==> config.mk <==
export PLATFORM = sky130hd
export DESIGN_NAME = tune_replay_player
export DESIGN_NICKNAME = d
export VERILOG_FILES = /design/src/rtl/tune_replay_player.sv
export SDC_FILE = /design/constraint.sdc
export NUM_CORES = 1
export LEC_CHECK = 0
export ABC_CLOCK_PERIOD_IN_PS = 2300
export CORE_ASPECT_RATIO = 0.7
export CORE_UTILIZATION = 54
export CTS_CLUSTER_SIZE = 16
export DETAILED_ROUTE_END_ITERATION = 8
export PLACE_DENSITY = 0.83
export SLEW_MARGIN = 25
export SYNTH_ARGS = -nofsm -noshare
export SYNTH_HDL_FRONTEND = slang
export SYNTH_SLANG_ARGS = --single-unit
==> constraint.sdc <==
create_clock -name clk_5MHz -period 2.3 [get_ports clk_5MHz]
set_input_delay 0.575 -clock clk_5MHz [delete_from_list [all_inputs] [get_ports clk_5MHz]]
set_output_delay 0.575 -clock clk_5MHz [all_outputs]
set_load 0.01 [all_outputs]
==> src/rtl/tune_replay_player.sv <==
// tune_replay_player: reads recorded 8-bit key codes one per note slot and
// renders each as a square-wave tone on audio_out until an end marker, the
// last address, or an explicit stop.
module tune_replay_player #(
    parameter int CLK_HZ   = 5000000,
    parameter int TICK_DIV = 312500,
    parameter int ADDR_W   = 7
) (
    input  logic              clk_5MHz,
    input  logic              reset,
    input  logic              play_start,
    input  logic              play_stop,
    output logic              mem_rd_en,
    output logic [ADDR_W-1:0] mem_addr,
    input  logic [7:0]        mem_rdata,
    output logic              busy,
    output logic              done,
    output logic [7:0]        current_code,
    output logic              audio_out
);

    localparam int                TICK_W    = (TICK_DIV > 1) ? $clog2(TICK_DIV) : 1;
    localparam logic [TICK_W-1:0] TICK_LAST = TICK_W'(TICK_DIV - 1);
    localparam logic [ADDR_W-1:0] ADDR_LAST = '1;

    // The fetch overhead is three cycles, so a slot shorter than four cycles
    // would let a tick land outside PLAY. The half-period table assumes CLK_HZ.
    generate
        if (TICK_DIV < 4 || CLK_HZ < TICK_DIV) begin : g_bad_params
            $error("tune_replay_player: TICK_DIV must be >= 4 and <= CLK_HZ");
        end
    endgenerate

    typedef enum logic [2:0] {IDLE, FETCH, WAIT, LOAD, PLAY, DONE} state_t;

    state_t            state, state_nxt;
    logic [TICK_W-1:0] tick_cnt;
    logic [14:0]       tone_cnt;
    logic [14:0]       half_per;
    logic              rest_q;
    logic              tick;
    logic              clear;

    // Octave-0 half-periods in clk_5MHz cycles, C..B.
    function automatic logic [14:0] base_half(input logic [3:0] semi);
        case (semi)
            4'd0:    base_half = 15'd19111;
            4'd1:    base_half = 15'd18039;
            4'd2:    base_half = 15'd17026;
            4'd3:    base_half = 15'd16071;
            4'd4:    base_half = 15'd15169;
            4'd5:    base_half = 15'd14317;
            4'd6:    base_half = 15'd13514;
            4'd7:    base_half = 15'd12755;
            4'd8:    base_half = 15'd12039;
            4'd9:    base_half = 15'd11364;
            4'd10:   base_half = 15'd10726;
            4'd11:   base_half = 15'd10124;
            default: base_half = 15'd0;
        endcase
    endfunction

    // Anything that is not a playable note (0x80, bad semitone/octave,
    // bit7 set) is silent.
    function automatic logic code_is_rest(input logic [7:0] code);
        return code[7] || (code[3:0] > 4'd11) || (code[6:4] > 3'd4);
    endfunction

    assign tick  = (tick_cnt == TICK_LAST);
    assign clear = reset || (play_stop && state != IDLE);

    // State register.
    always_ff @(posedge clk_5MHz) begin
        if (reset) state <= IDLE;
        else       state <= state_nxt;
    end

    // Next-state decode and strobe outputs; stop wins over everything else.
    always_comb begin
        state_nxt = state;
        mem_rd_en = 1'b0;
        busy      = 1'b0;
        done      = 1'b0;
        case (state)
            IDLE:  if (play_start && !play_stop) state_nxt = FETCH;
            FETCH: begin
                mem_rd_en = 1'b1;
                busy      = 1'b1;
                state_nxt = WAIT;
            end
            WAIT: begin
                busy      = 1'b1;
                state_nxt = LOAD;
            end
            LOAD: begin
                busy      = 1'b1;
                state_nxt = (mem_rdata == 8'h00) ? DONE : PLAY;
            end
            PLAY: begin
                busy = 1'b1;
                if (tick) state_nxt = (mem_addr == ADDR_LAST) ? DONE : FETCH;
            end
            DONE: begin
                done      = 1'b1;
                state_nxt = IDLE;
            end
            default: state_nxt = IDLE;
        endcase
        if (play_stop && state != IDLE) state_nxt = IDLE;
    end

    // Slot timer, address, tone generator and code register.
    always_ff @(posedge clk_5MHz) begin
        if (clear) begin
            mem_addr     <= '0;
            tick_cnt     <= '0;
            tone_cnt     <= '0;
            half_per     <= '0;
            rest_q       <= 1'b1;
            current_code <= 8'h00;
            audio_out    <= 1'b0;
        end else begin
            // Slot timer runs through fetch overhead so slots stay TICK_DIV apart.
            if (state == FETCH || state == WAIT || state == LOAD || state == PLAY)
                tick_cnt <= tick ? '0 : tick_cnt + TICK_W'(1);
            case (state)
                IDLE: begin
                    if (play_start && !play_stop) begin
                        mem_addr <= '0;
                        tick_cnt <= '0;
                    end
                end
                LOAD: begin
                    if (mem_rdata != 8'h00) begin
                        current_code <= mem_rdata;
                        half_per     <= base_half(mem_rdata[3:0]) >> mem_rdata[6:4];
                        rest_q       <= code_is_rest(mem_rdata);
                        tone_cnt     <= '0;
                        audio_out    <= 1'b0;
                    end
                end
                PLAY: begin
                    if (tick) begin
                        tone_cnt  <= '0;
                        audio_out <= 1'b0;
                        if (mem_addr != ADDR_LAST) mem_addr <= mem_addr + ADDR_W'(1);
                    end else if (tone_cnt == half_per - 15'd1) begin
                        tone_cnt  <= '0;
                        audio_out <= rest_q ? 1'b0 : ~audio_out;
                    end else begin
                        tone_cnt <= tone_cnt + 15'd1;
                    end
                end
                DONE: begin
                    mem_addr     <= '0;
                    tick_cnt     <= '0;
                    current_code <= 8'h00;
                    audio_out    <= 1'b0;
                end
                default: ;
            endcase
        end
    end

endmodule

==> impl_metrics.json, run 1 <==
{
  "required_ns": 2.57,
  "placed_cells": 741,
  "max-cap-violations": 0,
  "overflow": 0,
  "hold_path_end": "current_code[6]",
  "reg2reg_from": "half_per[0]",
  "grt_pass1_vias": 4343,
  "cp-start-kind": "primary input",
  "hold_class": "reg2reg",
  "synth_cell_types": 67,
  "critPathArrivalTime_ns": 2.61,
  "core-area_sq_mm": 0.00787,
  "cts_sinks": 69,
  "dpl_worst_slack_ns": -0.649,
  "drt_first_pass_iters": 5,
  "cts_buffer_depth": 2,
  "critPathCaptureType": "flop",
  "syn_inst": 556,
  "final_nets": 687,
  "layout_common_cells": "buf_4, dfxtp_1, nand2_1",
  "dieHeight_um": 77.4,
  "worst_slack_ns": -0.0356,
  "grt_pass1_wl_um": 20700,
  "hpwl_um": 9210,
  "powerDensity_mw_per_mm2": 510,
  "worst_pin_slew_ns": 0.597,
  "hold_viol": 0,
  "outcome": "finished with violations",
  "setup_viol": 1,
  "gp_congestion": 0.925,
  "syn-num-nets": 577,
  "layout_commonest_cell": "buf_4",
  "avgSynthCellArea_sq_um": 7.88,
  "insertion_delay_ns": 0.34,
  "ff_latch_area_sq_mm": 0.00139,
  "synth_flop_cell": "dfxtp_1",
  "root_buffer": "clkbuf_16",
  "rows": 27,
  "area_delta_synth_final_pct": 35.8,
  "finalNonFillerCells": 772,
  "fmax_mhz": 428,
  "cts_made_buffers": 9,
  "grt_max_degree": 26,
  "grt_use_total_pct": 31.3,
  "critPathMaxFanout": 10,
  "total_power_mw": 3.03,
  "n_fill_cell": 526,
  "min_from": "current_code[6]",
  "ios": 31,
  "maxSlewHeadroom_pct": 59.9,
  "antenna_found_initial": 0,
  "port_buffers": 30,
  "worst_clock_skew_ns": 0.00690,
  "drt_iter0_markers": 388,
  "ir_drop_uv": 570,
  "yosysSeqAreaShare_pct": 31.5,
  "cts_tree": "yes",
  "vias": 4640,
  "reg2reg_slack_ns": 0.10,
  "antenna_left": 0,
  "synth-seq-cells": 69,
  "yosysWarnings": 0,
  "crit_type": "in2reg",
  "p_leak_nw": 2.33,
  "htreeDepth": 3,
  "final_cell_area_sq_mm": 0.00595,
  "timing.rr.end": "audio_out",
  "syn_area_sq_mm": 0.00438,
  "min_period_ns": 2.34,
  "drc_errors": 0,
  "placed_area_sq_mm": 0.00533,
  "initial_utilization_pct": 55.7,
  "reg2regPathDepth": 10,
  "wl_per_cell_um": 17.6,
  "antennaDiodeCount": 0,
  "wl_um": 13500,
  "final_layout_size_suffix_gt1_share_pct": 27.6,
  "failed_checks": "negative setup slack",
  "synthArstFlopShare_pct": 0,
  "min_period_over_period_pct": 102,
  "die_w_um": 110,
  "holdPathStages": 2,
  "multi_input_area_sq_mm": 0.00298,
  "via_per_inst": 6.01,
  "hold-worst-slack_ns": 0.458,
  "die_area_sq_mm": 0.00848,
  "slew_viol_final": 0,
  "clk_pin_slew_worst_paths_ns": 0.06,
  "synth_edf_count": 0
}
==> metal layers <==
| metal | track usage, % | share of wire [%] | routed length [um] |
|---|---|---|---|
| met3 | 9.58 | 8.6 | 1170 |
| met1 | 42.1 | 44 | 6010 |
| met4 | 8.53 | 2.0 | 276 |
| met2 | 48.5 | 45 | 6100 |
| met5 | 0 | 0 | 0 |
==> worst max-delay path by stage <==
stage | to | start | cells past startpoint
finish | half_per[0] | mem_rdata[3] | 8
global route | tone_cnt[11] | mem_rdata[4] | 10
CTS | audio_out | half_per[0] | 10
detailed placement | half_per[7] | mem_rdata[0] | 10
global placement | tone_cnt[2] | mem_rdata[1] | 11
floorplan | tone_cnt[13] | half_per[0] | 10
==> synthesized netlist by cell type (4+ instances only) <==
master	instances	area share [%]
ha_1	9	2.6
buf_2	4	0.46
a21o_1	4	0.69
nor2_1	62	5.3
o21ai_0	26	3.0
nor4_1	4	0.57
nor2_2	10	1.4
or3_1	6	0.86
a211oi_1	7	1.2
nand3_1	17	1.9
nor4b_1	6	1.2
inv_1	17	1.5
and2_1	5	0.71
a21oi_1	42	4.8
xor2_1	21	4.2
nor2b_1	11	1.6
o211ai_1	5	0.86
nand4_1	11	1.6
dfxtp_1	69	32
xnor2_1	29	5.8
mux2_2	5	1.3
mux2i_1	17	3.9
clkbuf_1	19	1.6
and3_1	7	1.0
nand2_1	63	5.4
o31ai_1	5	0.86
nor3_1	15	1.7
a22oi_1	5	0.86
==> final cells by class <==
cell class	count	share of cell area, %
inverter	19	1.20
tap	101	2.12
clock buffer	10	4.02
multi-input combinational	439	50.0
sequential	69	23.3
clock inverter	6	0.736
timing repair buffer	128	18.6
==> power by group <==
group	internal, mW	total, mW	switching [mW]
Combinational	0.236	0.510	0.274
Clock	0.764	1.31	0.547
Sequential	1.20	1.21	0.00773
==> metrics by stage <==
step,setup TNS (ns),util (%)
2_1_floorplan,0,-
3_3_place_gp,-15.85,67.7
3_5_place_dp,-18.51,67.7
4_1_cts,-0.0369,73.1
5_1_grt,-0.0307,75.6
6_report,-0.0356,75.6
==> flip-flops by register name, indices dropped and copies added, names as in the netlist <==
| register | count |
|---|---|
| mem_addr | 7 |
| state | 3 |
| audio_out | 1 |
| current_code | 8 |
| tick_cnt | 19 |
| half_per | 15 |
| tone_cnt | 15 |
| rest_q | 1 |
==> worst max-delay path: stages <==
cell	delay, ns
dlygate4sd2_1	0.28
buf_2	0.19
buf_4	0.19
nor2_1	0.35
a22oi_2	0.14
mux4_2	0.50
mux2_4	0.28
nor2_2	0.10
==> repair_timing <==
item	4_1_cts	5_1_grt
buffers inserted	7	6
cloned	1	1
hold buffers	0	0
gates resized for setup	30	36
endpoints found under the setup margin	33	33
hold endpoints to repair	0	0
pin swaps	10	13
==> cell families after synthesis <==
logic type               synth area share [%]
multiplexers                             5.68
buffers and inverters                    4.80
XOR/XNOR                                 9.99
adder cells (fa/ha/maj)                  2.57
AO/OA/AOI/OAI                            17.2
flip-flops                               31.5
AND/OR/NAND/NOR                          28.2
Power figures use the tool's default switching activity.
==> inputs of run 2 (changes only) <==
Settings changed: HOLD_SLACK_MARGIN from default to 0.02, PLACE_DENSITY 0.83 to 0.77, SLEW_MARGIN 25 to default.
==> run 2 against run 1 <==
Effect of this change: the flow still finishes with violations (negative setup slack); clock skew rose by 0.00092 ns; fmax rose by 0.19%; worst hold slack improved by 0.0044 ns; critical endpoint is now tone_cnt[11].
==> impl_metrics.json, run 2 (same netlist as run 1, synthesis figures left out) <==
{
  "worst_slack_ns": -0.0312,
  "reg2regPathDepth": 10,
  "ios": 31,
  "antenna_left": 0,
  "failed_checks": "negative setup slack",
  "antenna_found_initial": 0,
  "wl_per_cell_um": 15.7,
  "use_met2_pct": 43.6,
  "port_buffers": 30,
  "timing.rr.end": "tone_cnt[11]",
  "fmax_mhz": 429,
  "outcome": "finished with violations",
  "crit_type": "reg2reg",
  "placed_cells": 739,
  "finalNonFillerCells": 764,
  "rows": 27,
  "drt_iter0_markers": 279,
  "worst_clock_skew_ns": 0.00782,
  "final_nets": 679,
  "min_period_ns": 2.33,
  "die_w_um": 110,
  "ir_drop_uv": 541,
  "ff_latch_area_sq_mm": 0.00139,
  "cts_tree": "yes",
  "largest-register": "tick_cnt",
  "antennaDiodeCount": 0,
  "cp-startpoint": "half_per[0]",
  "p_leak_nw": 2.29,
  "placed_area_sq_mm": 0.00533,
  "insertion_delay_ns": 0.33,
  "reg2reg_slack_ns": -0.03,
  "slew_viol_final": 0,
  "powerDensity_mw_per_mm2": 538,
  "drc_errors": 0,
  "grt_use_total_pct": 28.9,
  "die_area_sq_mm": 0.00848,
  "use_met3_pct": 8.15,
  "clk_pin_slew_worst_paths_ns": 0.06,
  "cts_buffer_depth": 2,
  "grt.busiest_layer": "met2",
  "largest_reg_flops": 19,
  "cts_made_buffers": 9,
  "drt_first_pass_iters": 6,
  "overflow": 0,
  "cts_sinks": 69,
  "max-cap-violations": 0,
  "holdPathStages": 2,
  "grt_max_degree": 26,
  "hold_class": "reg2reg",
  "hold_viol": 0,
  "final_util_pct": 75.8,
  "maxSlewHeadroom_pct": 65.4,
  "gp_congestion": 0.945,
  "total_power_mw": 3.21,
  "layout_top_registers": "tick_cnt x19, half_per x15, tone_cnt x15",
  "rsz0062_at_grt": "yes",
  "dpl_worst_slack_ns": -0.623,
  "cp-start-kind": "flop",
  "n_fill_cell": 559,
  "min_period_over_period_pct": 101,
  "layout_common_cells": "buf_4, dfxtp_1, nand2_1",
  "final_layout_size_suffix_gt1_share_pct": 26.1,
  "setup_viol": 12,
  "core-area_sq_mm": 0.00787,
  "hold_path_end": "current_code[5]",
  "reg2reg_from": "half_per[0]",
  "wl_um": 12000,
  "worst_pin_slew_ns": 0.516,
  "multi_input_area_sq_mm": 0.00300,
  "hold-worst-slack_ns": 0.463,
  "min_from": "current_code[5]",
  "htreeDepth": 3,
  "root_buffer": "clkbuf_16",
  "grt_pass1_wl_um": 19200,
  "area_delta_synth_final_pct": 36.2,
  "final_cell_area_sq_mm": 0.00597,
  "grt_pass1_vias": 3957,
  "critPathMaxFanout": 6,
  "initial_utilization_pct": 55.7,
  "dieHeight_um": 77.4,
  "layout_commonest_cell": "buf_4",
  "vias": 4417,
  "grtUsageMet1_pct": 40.7,
  "hpwl_um": 8520,
  "critPathCaptureType": "flop",
  "required_ns": 2.52,
  "finalSetupTns_ns": -0.243,
  "critPathArrivalTime_ns": 2.55,
  "via_per_inst": 5.78
}
-- run 2: changes by cell type in the layout (fill, tap and decap cells not counted), moves of 2 or more --
| cell | change |
|---|---|
| buf_4 | -7 |
| bufinv_16 | +2 |
| clkbuf_2 | -2 |
| clkdlybuf4s15_1 | +2 |
| clkinv_2 | -2 |
| nor2_2 | -5 |
| nor2_4 | +5 |
| nor4_1 | -2 |
| nor4_2 | +2 |
| o21ai_0 | +3 |
| o21ai_1 | -2 |
-- run 2: metal layers --
metal / vias to the layer above / routed length (um)
met1: 2093 / 5590
met2: 154 / 5500
met4: 0 / 121
met3: 15 / 816
met5: - / 0
li1: 2155 / -
-- run 2: worst max path at each step --
stage                   end  slack, ns
2_1_floorplan  tone_cnt[13]       0.01
3_3_place_gp   tone_cnt[11]      -0.55
3_5_place_dp   tone_cnt[11]      -0.62
4_1_cts        tone_cnt[14]      -0.03
5_1_grt         tone_cnt[7]      -0.15
6_report       tone_cnt[11]      -0.03
-- run 2: final cells by class --
| class | count | share of cell area, % |
|---|---|---|
| Timing Repair Buffer | 120 | 17.7 |
| Clock buffer | 10 | 4.01 |
| Multi-Input combinational cell | 439 | 50.2 |
| Clock inverter | 6 | 1.57 |
| Inverter | 19 | 1.20 |
| Sequential cell | 69 | 23.2 |
| Tap cell | 101 | 2.12 |
-- run 2: worst max-delay path: stages, from the launching register on --
cell	delay (ns)
dfxtp_2	0.32
inv_2	0.08
ha_4	0.14
nor3b_4	0.21
nand2_2	0.10
or4_4	0.44
a221oi_4	0.28
nand4_4	0.18
o21bai_4	0.25
clkbuf_16	0.19
nor2_2	0.04
-- run 2: where the power goes --
part	internal (mW)	switching, mW	total [mW]
Sequential	1.20	0.00888	1.21
Combinational	0.232	0.251	0.483
Clock	0.987	0.530	1.52
-- run 2: repair_timing --
action                                 4_1_cts  5_1_grt
endpoints found under the hold margin        0        0
cloned                                       1        1
gates resized for setup                     30       31
setup buffers                                3        4
setup endpoints to repair                   28       32
pin swaps                                   16       23
hold buffers                                 0        0
==> inputs of run 3 (changes only) <==
Settings changed: CORE_MARGIN from default to 1.5.
==> run 3 against run 2 <==
Effect of this change: the run still ends with negative setup slack left; via count increased by 2.9%; combinational power increased by 7.0%; power decreased by 2.9%; sequential cell count unchanged; clock-buffer cell count unchanged; wire length increased by 7.3%; critical endpoint is now tone_cnt[8]; highest routed layer unchanged.
==> impl_metrics.json, run 3 (same netlist as run 1, synthesis figures left out) <==
{
  "vias": 4544,
  "slew_viol_final": 0,
  "die_w_um": 111,
  "grt_pass1_vias": 4274,
  "via_per_inst": 5.85,
  "hold-worst-slack_ns": 0.464,
  "critPathCapture": "tone_cnt[8]",
  "overflow": 0,
  "hold_viol": 0,
  "grt_use_total_pct": 29.4,
  "cts_tree": "yes",
  "final_layout_size_suffix_gt1_share_pct": 28.8,
  "critPathBufInv": 4,
  "largest_reg_flops": 19,
  "wl_per_cell_um": 16.6,
  "cts_buffer_depth": 2,
  "p_leak_nw": 2.34,
  "hpwl_um": 8680,
  "ir_drop_uv": 520,
  "reg2reg_slack_ns": -0.01,
  "grtUsageMet1_pct": 40.0,
  "cp_common_cell": "buf_4",
  "powerDensity_mw_per_mm2": 512,
  "cp_num_cells": 11,
  "antenna_left": 0,
  "setup_viol": 6,
  "layout_common_cells": "buf_4, dfxtp_1, nand2_1",
  "max-cap-violations": 0,
  "use_met3_pct": 6.41,
  "max_stage_delay_ns": 0.35,
  "critPathMaxFanout": 6,
  "reg2regPathDepth": 11,
  "min_period_ns": 2.31,
  "slowest_stage": "dfxtp_1",
  "total_power_mw": 3.12,
  "layout_commonest_cell": "buf_4",
  "required_ns": 2.53,
  "worst_slack_ns": -0.0144,
  "reg2reg_from": "half_per[3]",
  "critPathArrivalTime_ns": 2.54,
  "ios": 31,
  "timing.rr.end": "tone_cnt[8]",
  "cp-startpoint": "half_per[3]",
  "initial_utilization_pct": 55.7,
  "grt.busiest_layer": "met2",
  "antenna_found_initial": 0,
  "die_area_sq_mm": 0.00867,
  "cp-start-kind": "flop",
  "failed_checks": "negative setup slack",
  "use_met2_pct": 47.5,
  "final_nets": 692,
  "wl_um": 12900,
  "fmax_mhz": 432,
  "htreeDepth": 3,
  "path_delay_family": "simple AND/OR/NAND/NOR gates",
  "insertion_delay_ns": 0.34,
  "outcome": "finished with violations",
  "cts_sinks": 69,
  "rsz0062_at_grt": "yes",
  "dieHeight_um": 78.4,
  "cts_made_buffers": 9,
  "crit_chain": "buf_4 > nor4_2 > buf_4 > a41oi_1 > nor3b_1 > and4_4 > nand4_4 > o21bai_4 > buf_12 > buf_16 > nor2_2",
  "port_buffers": 30,
  "clk_pin_slew_worst_paths_ns": 0.06,
  "critPathCaptureType": "flop",
  "crit_type": "reg2reg",
  "worst_clock_skew_ns": 0.00905,
  "grt_pass1_wl_um": 20600,
  "min_period_over_period_pct": 101,
  "maxSlewHeadroom_pct": 62.7,
  "antennaDiodeCount": 0,
  "grt_max_degree": 26,
  "area_delta_synth_final_pct": 39.1,
  "drt_iter0_markers": 417,
  "hold_class": "reg2reg",
  "layout_top_registers": "tick_cnt x19, half_per x15, tone_cnt x15",
  "gp_congestion": 0.960,
  "core-area_sq_mm": 0.00787,
  "largest-register": "tick_cnt",
  "root_buffer": "clkbuf_16",
  "drc_errors": 0,
  "rows": 27,
  "drt_first_pass_iters": 5,
  "worst_pin_slew_ns": 0.555
}
## run 3: layout make-up
class	count	area, sq um
Multi-Input combinational cell	439	3050
Fill cell	526	1780
Sequential cell	69	1390
Timing Repair Buffer	133	1160
Clock buffer	10	229
Tap cell	101	126
Clock inverter	6	72.6
Inverter	19	71.3
## run 3: worst min-delay path by stage
stage                               start               to  slack (ns)  depth (start not counted)
after floorplan              half_per[14]     half_per[14]        0.44                          2
after global placement    current_code[2]  current_code[2]        0.45                          2
after detailed placement  current_code[4]  current_code[4]        0.45                          2
after CTS                 current_code[4]  current_code[4]        0.46                          2
after global routing      current_code[1]  current_code[1]        0.48                          2
final                     current_code[4]  current_code[4]        0.46                          2
## run 3: where the power goes
part           total, mW  internal [mW]  switching [mW]
Clock               1.39          0.848           0.542
Sequential          1.21           1.20         0.00990
Combinational      0.517          0.245           0.271
## run 3: metal layers
metal  vias up  part of all wire, %
li1       2190                    -
met1      2157                   45
met2       179                   46
met3        18                  7.1
met4         0                  1.4
met5         -                    0
## run 3: tightest hold or removal path: stages (launching register included)
cell and delay, ns:
dfxtp_1 0.31, nand2_1 0.05, a21oi_1 0.05
## run 3: timing repair
item                                   in CTS  in global routing
buffers inserted                           19                  2
pin swaps                                  17                 13
endpoints found under the hold margin       0                  0
setup endpoints to repair                  30                 31
hold buffers                                0                  0
resized for setup                          43                 40
gates cloned                                2                  0
## run 3: metrics by stage
step                      setup TNS, ns  cell area, sq um  setup WS [ns]  std cells  util (%)
after floorplan                       0              4390         0.0107        556         -
after global placement           -15.36              5320         -0.581        740      67.6
after detailed placement         -20.66              5320         -0.722        740      67.6
after CTS                        -0.374              5950        -0.0550        777      75.6
after global routing              -1.75              6090         -0.159        777      77.4
final                           -0.0754              6090        -0.0144        777      77.4
